## src/rtl/router3.sv

```systemverilog
`default_nettype none
// ============================================================================
//  Module      : router3
//  Description : NoC tile router. Each rx port owns an input FIFO. One
//                round-robin dispatcher looks up one head flit per cycle in
//                an external routing table and moves it into a one-flit
//                holding register on the tx port that the table selects.
//                Flits whose destination index is out of range are discarded.
//  Ports       : clk, reset (sync, active-high)
//                rx_req/rx_ack/rx_data   per-port input handshake + flit
//                tx_req/tx_ack/tx_data   per-port output handshake + flit
//                table_addr/table_data   routing lookup (head flit -> port)
//                drop                    one-cycle pulse per discarded flit
//  Revision    : 1.0  initial release
// ============================================================================
module router3 #(
    parameter int ID         = -1,
    parameter int SIZE       = 8,
    parameter int PORT_COUNT = 5,
    parameter int DEPTH_LOG2 = 2,
    parameter int DIR_BITS   = 3
) (
    input  logic                       clk,
    input  logic                       reset,
    input  logic [PORT_COUNT-1:0]      rx_req,
    output logic [PORT_COUNT-1:0]      rx_ack,
    input  logic [PORT_COUNT*SIZE-1:0] rx_data,
    output logic [PORT_COUNT-1:0]      tx_req,
    input  logic [PORT_COUNT-1:0]      tx_ack,
    output logic [PORT_COUNT*SIZE-1:0] tx_data,
    output logic [SIZE-1:0]            table_addr,
    input  logic [DIR_BITS-1:0]        table_data,
    output logic                       drop
);

    localparam int                c_DEPTH = 2**DEPTH_LOG2;
    localparam int                c_PW    = $clog2(PORT_COUNT);
    localparam logic [DEPTH_LOG2:0] c_FULL = c_DEPTH[DEPTH_LOG2:0];
    localparam logic [c_PW:0]     c_PC    = PORT_COUNT[c_PW:0];
    localparam logic [DIR_BITS:0] c_PC_D  = PORT_COUNT[DIR_BITS:0];
    localparam logic [c_PW-1:0]   c_LAST  = c_PW'(PORT_COUNT - 1);

    // The router id only tags debug output, so it has no hardware meaning.
    logic w_unused_id;
    assign w_unused_id = (ID < 0);

    logic [SIZE-1:0]       w_head [PORT_COUNT];
    logic [PORT_COUNT-1:0] w_nonempty;
    logic [PORT_COUNT-1:0] w_push;
    logic [PORT_COUNT-1:0] w_pop;
    logic [PORT_COUNT-1:0] w_load;
    logic [PORT_COUNT-1:0] w_tx_busy;

    logic [c_PW-1:0]       r_rr_ptr;
    logic                  r_drop;

    // ------------------------------------------------------------------
    // Per-port input FIFOs
    // ------------------------------------------------------------------
    genvar p;
    generate
        for (p = 0; p < PORT_COUNT; p++) begin : g_port
            logic [SIZE-1:0]       r_mem [c_DEPTH];
            logic [DEPTH_LOG2-1:0] r_wptr;
            logic [DEPTH_LOG2-1:0] r_rptr;
            logic [DEPTH_LOG2:0]   r_count;

            // Ready depends only on registered occupancy: a full FIFO
            // refuses a push even when it pops on the same edge.
            assign rx_ack[p]     = (r_count != c_FULL);
            assign w_push[p]     = rx_req[p] & rx_ack[p];
            assign w_nonempty[p] = (r_count != '0);
            assign w_head[p]     = r_mem[r_rptr];

            always_ff @(posedge clk) begin
                if (reset) begin
                    r_wptr  <= '0;
                    r_rptr  <= '0;
                    r_count <= '0;
                end else begin
                    if (w_push[p]) r_wptr <= r_wptr + 1'b1;
                    if (w_pop[p])  r_rptr <= r_rptr + 1'b1;
                    case ({w_push[p], w_pop[p]})
                        2'b10:   r_count <= r_count + 1'b1;
                        2'b01:   r_count <= r_count - 1'b1;
                        default: r_count <= r_count;
                    endcase
                end
            end

            // Storage needs no reset: pointers and count define validity.
            always_ff @(posedge clk) begin
                if (w_push[p]) r_mem[r_wptr] <= rx_data[SIZE*p +: SIZE];
            end
        end
    endgenerate

    // ------------------------------------------------------------------
    // Dispatcher: first non-empty input at or after r_rr_ptr, with wrap
    // ------------------------------------------------------------------
    logic [PORT_COUNT-1:0] w_rot;
    logic                  w_found;
    logic [c_PW-1:0]       w_off;
    logic [c_PW:0]         w_sum;
    logic [c_PW-1:0]       w_sel;
    logic [c_PW-1:0]       w_sel_next;
    logic [SIZE-1:0]       w_sel_head;
    logic                  w_dest_ok;
    logic                  w_dest_busy;
    logic                  w_accept;

    // Rotating the doubled occupancy vector puts r_rr_ptr at bit 0, so the
    // lowest set bit is the distance from the pointer to the winner.
    assign w_rot = PORT_COUNT'({w_nonempty, w_nonempty} >> r_rr_ptr);
    assign w_sum = {1'b0, r_rr_ptr} + {1'b0, w_off};
    assign w_sel = (w_sum >= c_PC) ? c_PW'(w_sum - c_PC) : w_sum[c_PW-1:0];
    assign w_sel_next = (w_sel == c_LAST) ? '0 : w_sel + 1'b1;

    always_comb begin
        w_found     = 1'b0;
        w_off       = '0;
        w_sel_head  = '0;
        w_dest_busy = 1'b0;
        for (int i = PORT_COUNT - 1; i >= 0; i--) begin
            if (w_rot[i]) begin
                w_found = 1'b1;
                w_off   = c_PW'(i);
            end
        end
        for (int i = 0; i < PORT_COUNT; i++) begin
            if (w_found && (w_sel == c_PW'(i))) w_sel_head = w_head[i];
            if (table_data == DIR_BITS'(i))     w_dest_busy = w_tx_busy[i];
        end
    end

    assign table_addr = w_sel_head;
    assign w_dest_ok  = ({1'b0, table_data} < c_PC_D);
    // Invalid destinations are consumed (and dropped); valid ones only when
    // their tx slot is empty at this edge.
    assign w_accept   = w_found & (~w_dest_ok | ~w_dest_busy);

    generate
        for (p = 0; p < PORT_COUNT; p++) begin : g_ctl
            assign w_pop[p]  = w_accept & (w_sel == c_PW'(p));
            assign w_load[p] = w_found & w_dest_ok & ~w_tx_busy[p]
                             & (table_data == DIR_BITS'(p));
        end
    endgenerate

    // The pointer advances past the selected input even when it is blocked,
    // so one stalled head never starves the other inputs.
    always_ff @(posedge clk) begin
        if (reset) begin
            r_rr_ptr <= '0;
            r_drop   <= 1'b0;
        end else begin
            r_drop <= w_found & ~w_dest_ok;
            if (w_found) r_rr_ptr <= w_sel_next;
        end
    end

    assign drop = r_drop;

    // ------------------------------------------------------------------
    // Per-port tx holding registers
    // ------------------------------------------------------------------
    generate
        for (p = 0; p < PORT_COUNT; p++) begin : g_tx
            logic            r_req;
            logic [SIZE-1:0] r_data;

            // A load only happens into an empty slot, so it never competes
            // with the release below; a freed slot reloads one edge later.
            always_ff @(posedge clk) begin
                if (reset) begin
                    r_req  <= 1'b0;
                    r_data <= '0;
                end else if (w_load[p]) begin
                    r_req  <= 1'b1;
                    r_data <= w_sel_head;
                end else if (r_req && tx_ack[p]) begin
                    r_req  <= 1'b0;
                end
            end

            assign w_tx_busy[p]             = r_req;
            assign tx_req[p]                = r_req;
            assign tx_data[SIZE*p +: SIZE]  = r_data;
        end
    endgenerate

endmodule
`default_nettype wire

```

## config.mk

```make
export PLATFORM = sky130hd
export DESIGN_NAME = router3
export DESIGN_NICKNAME = d
export VERILOG_FILES = /design/src/rtl/router3.sv
export SDC_FILE = /design/constraint.sdc
export NUM_CORES = 1
export LEC_CHECK = 0
export ABC_AREA = 0
export CORE_MARGIN = 2
export CORE_UTILIZATION = 63
export CTS_BUF_LIST = sky130_fd_sc_hd__clkbuf_8
export CTS_CLUSTER_SIZE = 20
export DETAILED_ROUTE_END_ITERATION = 8
export PLACE_DENSITY_LB_ADDON = 0.08
export SLEW_MARGIN = 15
export SYNTH_ARGS = -nofsm -noshare
export SYNTH_HDL_FRONTEND = slang
export SYNTH_SLANG_ARGS = --single-unit
```

## constraint.sdc

```tcl
create_clock -name clk -period 12.3 [get_ports clk]
set_clock_uncertainty 0.2 [all_clocks]
set_input_delay 2.46 -clock clk [delete_from_list [all_inputs] [get_ports clk]]
set_output_delay 2.46 -clock clk [all_outputs]
set_load 0.02 [all_outputs]
```

# Word-level counts from Yosys, hierarchy flattened
# Memories as Yosys holds them, arrays and structs flattened. A register that Yosys moved wholly into a read port is not among the register bits.
# Cells that the tools add are included.
[op_classes] n_addsub=23 multipliers=0 div=0 n_lt_le_gt_ge=2 n_eq_ne=23 shift=1 muxes=57 bitwise_logic=31 n_reduce_logical=27
[op_table] cell="$mux W8" n=5
[op_table] cell="$mux W1" n=30
[op_table] cell="$pmux W3 S2" n=5
[op_table] cell="$and A1 B1 Y1" n=23
[op_table] cell="$mux W3" n=7
[op_table] cell="$add A2 B1 Y2 const B" n=10
[op_table] cell="$mux W2" n=10
[op_table] cell="$reduce_bool A2 Y1" n=10
[op_table] cell="$add A3 B1 Y3 const B" n=6
[op_table] cell="$ne A3 B3 Y1 const B" n=5
[op_table] cell="$reduce_bool A3 Y1" n=5
[op_table] cell="$sub A3 B1 Y3 const B" n=5
[op_table] cell="$eq A3 B2 Y1 const B" n=4
[op_table] cell="$eq A2 B1 Y1 const B" n=5
[op_table] cell="$eq A2 B2 Y1 const B" n=5
[op_table] cell="$logic_and A1 B1 Y1" n=10
[op_table] cell="$shr A10 B3 Y5" n=1
[op_table] cell="$not A1 Y1" n=7
[op_table] cell="$eq A3 B1 Y1 const B" n=2
[op_table] cell="$eq A3 B3 Y1 const B" n=2
[op_table] cell="$logic_not A3 Y1" n=2
[op_table] cell="$add A3 B3 Y4" n=1
[op_table] cell="$ge A4 B3 Y1 const B" n=1
[op_table] cell="$lt A3 B3 Y1 const B" n=1
[op_table] cell="2 further kinds" n=2
[word_totals] ff_bits=84 latch_bits=0 ram_bits=160 mem_bits_ro=0 output_inout_bits=59 mem_count=5
[memory_table] name="g_port[0].r_mem" words=4 width=8 read_ports=1 rd_clocked_by_memory_dff=1 wr=1 line="63" text="logic [SIZE-1:0] r_mem [c_DEPTH];"
[memory_table] name="g_port[1].r_mem" words=4 width=8 read_ports=1 rd_clocked_by_memory_dff=1 wr=1 line="63"
[memory_table] name="g_port[2].r_mem" words=4 width=8 read_ports=1 rd_clocked_by_memory_dff=1 wr=1 line="63"
[memory_table] name="g_port[3].r_mem" words=4 width=8 read_ports=1 rd_clocked_by_memory_dff=1 wr=1 line="63"
[memory_table] name="g_port[4].r_mem" words=4 width=8 read_ports=1 rd_clocked_by_memory_dff=1 wr=1 line="63"

# Depth between registers and ports, before layout
[logic_depth] depth_word=17 mapped_depth=28

# Worst setup path before layout
# No wires, ideal clock.
[synth_path] kind="flip-flop to output port" start="register r_rr_ptr[1]" end="output table_addr[2]" t_arrival_ns=4.571 required_time_ns=9.640 setup_slack_ns=5.069 path_stages_with_launch=23 path_cell_list="dfxtp_1 buf_4 mux2i_1 nand2_1 nand3_1 a31oi_1 o32ai_1 ha_1 fa_1 inv_1 ha_1 buf_4 nor2b_4 o21ai_2 a211oi_4 o21ai_0 ha_1 ha_1 clkbuf_1 a31oi_1 nand3_1 a22oi_2 nor2_1"
[synth_between] elab_chain_cells=16 word_cells_on_any_way=30 cone_classes="add/sub (2); order compare (1); eq/ne (4); shift (1); mux (16); reduce/logical (6)"
[synth_lines] element="start: declaration" line="54" text="logic [c_PW-1:0] r_rr_ptr;"
[synth_lines] element="start signal: assignment" line="158" text="if (w_found) r_rr_ptr <= w_sel_next;"
[synth_lines] element="$shr A10 B3 Y5" line="114" text="assign w_rot = PORT_COUNT'({w_nonempty, w_nonempty} >> r_rr_ptr);"
[synth_lines] element="$mux W3 (5 in a row)" line="125" text="if (w_rot[i]) begin"
[synth_lines] element="$add A3 B3 Y4" line="115" text="assign w_sum = {1'b0, r_rr_ptr} + {1'b0, w_off};"
[synth_lines] element="$ge A4 B3 Y1 / $sub A3 B3 Y3 (equally long branches)" line="116" text="assign w_sel = (w_sum >= c_PC) ? c_PW'(w_sum - c_PC) : w_sum[c_PW-1:0];"
[synth_lines] element="$mux W3" line="116"
[synth_lines] element="$logic_not A3 Y1" line="131" text="if (w_found && (w_sel == c_PW'(i))) w_sel_head = w_head[i];"
[synth_lines] element="$logic_and A1 B1 Y1" line="131"
[synth_lines] element="$mux W8 (4 in a row)" line="131"
[synth_lines] element="$mux W8 (*)" line="131"
[synth_lines] element="end: declaration" line="31" text="output logic [SIZE-1:0] table_addr,"
# Every way passes the cells marked *; elsewhere a longest branch is shown, timed or not.

# Worst setup path after layout
# Same ends and word-level chain as after synthesis.

==> impl_metrics.py <==
metrics = {
    "cells_and_area": {
        "multi_input_area_mm2": 0.00403,
        "layout_commonest_cell": "edfxtp_1",
        "fillCellCount": 1083,
        "layout.nets": 1041,
        "drive_above_1_share": 0.145,
        "regArea_mm2": 0.00669,
        "layout_common_cells": "160 x edfxtp_1, 112 x clkdlybuf4s50_1, 111 x nor2_1",
        "n_antenna_cell": 0,
        "areaGrowthSynthToFinish_pct": 17.8,
    },
    "clocking": {
        "cts.path.max_buffers": 3,
        "cts_max_level": 2,
        "root_buffer": "clkbuf_8",
        "tritoncts": "done",
        "cts_buffers": 40,
        "cts_setup_buffers": 0,
        "post_cts_resize_count": 0,
        "cts.sinks": 254,
        "clk_latency_ns": 0.54,
        "path_clk_slew_ns": 0.06,
        "hold_buffers": 0,
    },
    "logic_synthesis": {
        "synth-main-ff-cell": "edfxtp_1",
        "ys_seq_elements": 254,
        "synthArstFlopShare": 0,
        "yosysWarnings": 0,
        "yosys.cell_types.count": 68,
        "syn_area_mm2": 0.0111,
        "avgSynthCellArea_um2": 13.4,
        "synth-edff-count": 160,
        "synthTopCellsByArea": "edfxtp_1 43%, dfxtp_1 17%, mux4_2 8.3%",
        "yosysSeqAreaShare": 0.601,
        "netlist.area_leader.share": 0.432,
        "yosysTopAreaCell": "edfxtp_1",
        "synthesis.nets": 926,
        "syn_inst": 833,
    },
    "floorplan": {
        "num_io_pins": 114,
        "row_count": 48,
        "die_area_mm2": 0.0188,
        "die_h_um": 137,
        "start_util": 0.644,
        "die_x_um": 137,
        "coreArea_mm2": 0.0173,
    },
    "min_path": {
        "hold_path.class": "reg -> reg",
        "hold-path-cell-count": 2,
    },
    "place": {
        "dpl.hpwl_um": 17000,
        "placement.io_buffers": 113,
        "routabilityCongestion": 0.832,
    },
    "critical_path": {
        "required_ns": 9.64,
        "crit_type": "reg -> out",
        "cp.arrival_ns": 6.68,
        "cp_max_fo": 14,
        "critPathCaptureType": "output pin",
        "reg2reg_depth": 25,
        "worstSetupStartpointType": "flip-flop",
    },
    "route": {
        "ant_nets": 0,
        "vias": 7190,
        "routed_via_density": 5.97,
        "wl_per_cell_um": 20.1,
        "drt_iter0_markers": 446,
        "wl_um": 24100,
        "drcViolationCount": 0,
        "first_pass_iters": 5,
    },
    "grt": {
        "grt_usage": 0.262,
        "grt_max_degree": 66,
        "grt_pass1_vias": 7213,
        "grt_antenna_before_repair": 1,
        "grt_pass1_wl_um": 37000,
        "overflow": 0,
    },
    "run": {
        "max_cap_violations": 0,
    },
    "timing": {
        "setup_violations": 0,
        "period_minus_slack_ns": 9.34,
        "post-route-period-util": 0.760,
        "holdWs_ns": 0.294,
        "clock.fmax_mhz": 107,
        "setup_tns_ns": 0,
        "slew_headroom": 0.280,
        "tightest_slew_ns": 1.06,
        "hold_violations": 0,
        "report.final.slew_viol_count": 0,
        "rsz0062_at_grt": "no",
    },
    "outcome": {
        "outcome": "finished, final reports clean",
    },
}
-- Yosys cell counts (4+ instances only) --
cell type / n
fa_1: 6
mux2i_1: 6
a21oi_1: 30
nor3_1: 12
buf_6: 7
a22oi_2: 8
nand2_1: 22
and2_1: 6
nor2_1: 111
buf_4: 9
nand3_1: 15
and3_1: 20
inv_1: 47
mux4_2: 41
dfxtp_1: 94
or3_1: 11
buf_1: 8
xor2_1: 13
xnor2_1: 10
a31oi_1: 12
ha_1: 32
a211oi_1: 37
a211oi_2: 5
clkbuf_1: 15
nor2b_1: 4
o21ai_0: 33
edfxtp_1: 160
a21oi_2: 6
-- sequential cells by signal, indices dropped and copies added, names as in the netlist, named ones only --
signal and cells:
drop 1, g_port.r_mem 160, g_port.r_wptr 10, g_tx.r_req 5, g_port.r_count 15, g_tx.r_data 40, r_rr_ptr 3, g_port.r_rptr 10
-- final timing paths --
check	startpoint	end	slack [ns]
max	r_rr_ptr[1]	table_addr[2]	2.96
min	g_tx[1].r_data[5]	g_tx[1].r_data[5]	0.29
min reg2reg	g_tx[1].r_data[5]	g_tx[1].r_data[5]	0.29
max reg2reg	r_rr_ptr[1]	g_port[3].r_count[2]	5.87
-- logic make-up (layout without fill, tap and decap cells) --
kind of cell    count (synthesis)  count (layout)  share of synthesized area
buf+inv                        88             234                     0.0376
fa+ha+maj                      38              38                     0.0468
compound gates                154             154                      0.105
flops                         254             254                      0.601
mux                            49              49                     0.0906
simple gates                  227             227                      0.101
xor+xnor                       23              23                     0.0181
-- layout make-up --
| type | instances | area share |
|---|---|---|
| Tap cell | 225 | 0.0215 |
| Clock buffer | 46 | 0.0483 |
| Inverter | 47 | 0.0135 |
| Sequential cell | 254 | 0.510 |
| Multi-Input combinational cell | 491 | 0.307 |
| Timing Repair Buffer | 114 | 0.0865 |
| Clock inverter | 27 | 0.0132 |
-- stage by stage --
stage / setup WS (ns) / std cells / util / instance area (um^2)
after CTS: 3.03 / 1204 / 0.758 / 13100
after detailed placement: 3.61 / 1131 / 0.711 / 12300
after global placement: 3.86 / 1131 / 0.711 / 12300
after floorplan: 5.07 / 833 / - / 11100
final: 2.96 / 1204 / 0.758 / 13100
after global routing: 2.52 / 1204 / 0.758 / 13100
-- critical path, cell delays in order, from the launching register on --
cell	delay (ns)
dfxtp_1	0.72
nor4_1	0.17
a21oi_1	0.30
a211oi_1	0.13
a21oi_1	0.17
a31oi_1	0.10
o32ai_1	0.28
ha_1	0.28
fa_1	0.50
inv_1	0.14
ha_1	0.34
nor2b_4	0.22
o21ai_2	0.07
a211oi_4	0.41
nand2_1	0.10
o21ai_0	0.10
ha_1	0.18
ha_1	0.38
inv_1	0.22
nor2_1	0.14
nor2_1	0.05
a22oi_2	0.42
nor2_1	0.13
clkdlybuf4s50_1	0.59
-- routing by layer --
layer  vias to the layer above  part of all wire  GRT usage
met5                         -           0.00054          0
met4                         2             0.041      0.125
met3                        72             0.059     0.0556
met2                       254              0.49      0.432
met1                      3527              0.41      0.332
li1                       3335                 -          -
Power is not shown: default switching activity piles up to over one toggle a cycle in this logic, so the estimate is an artifact.
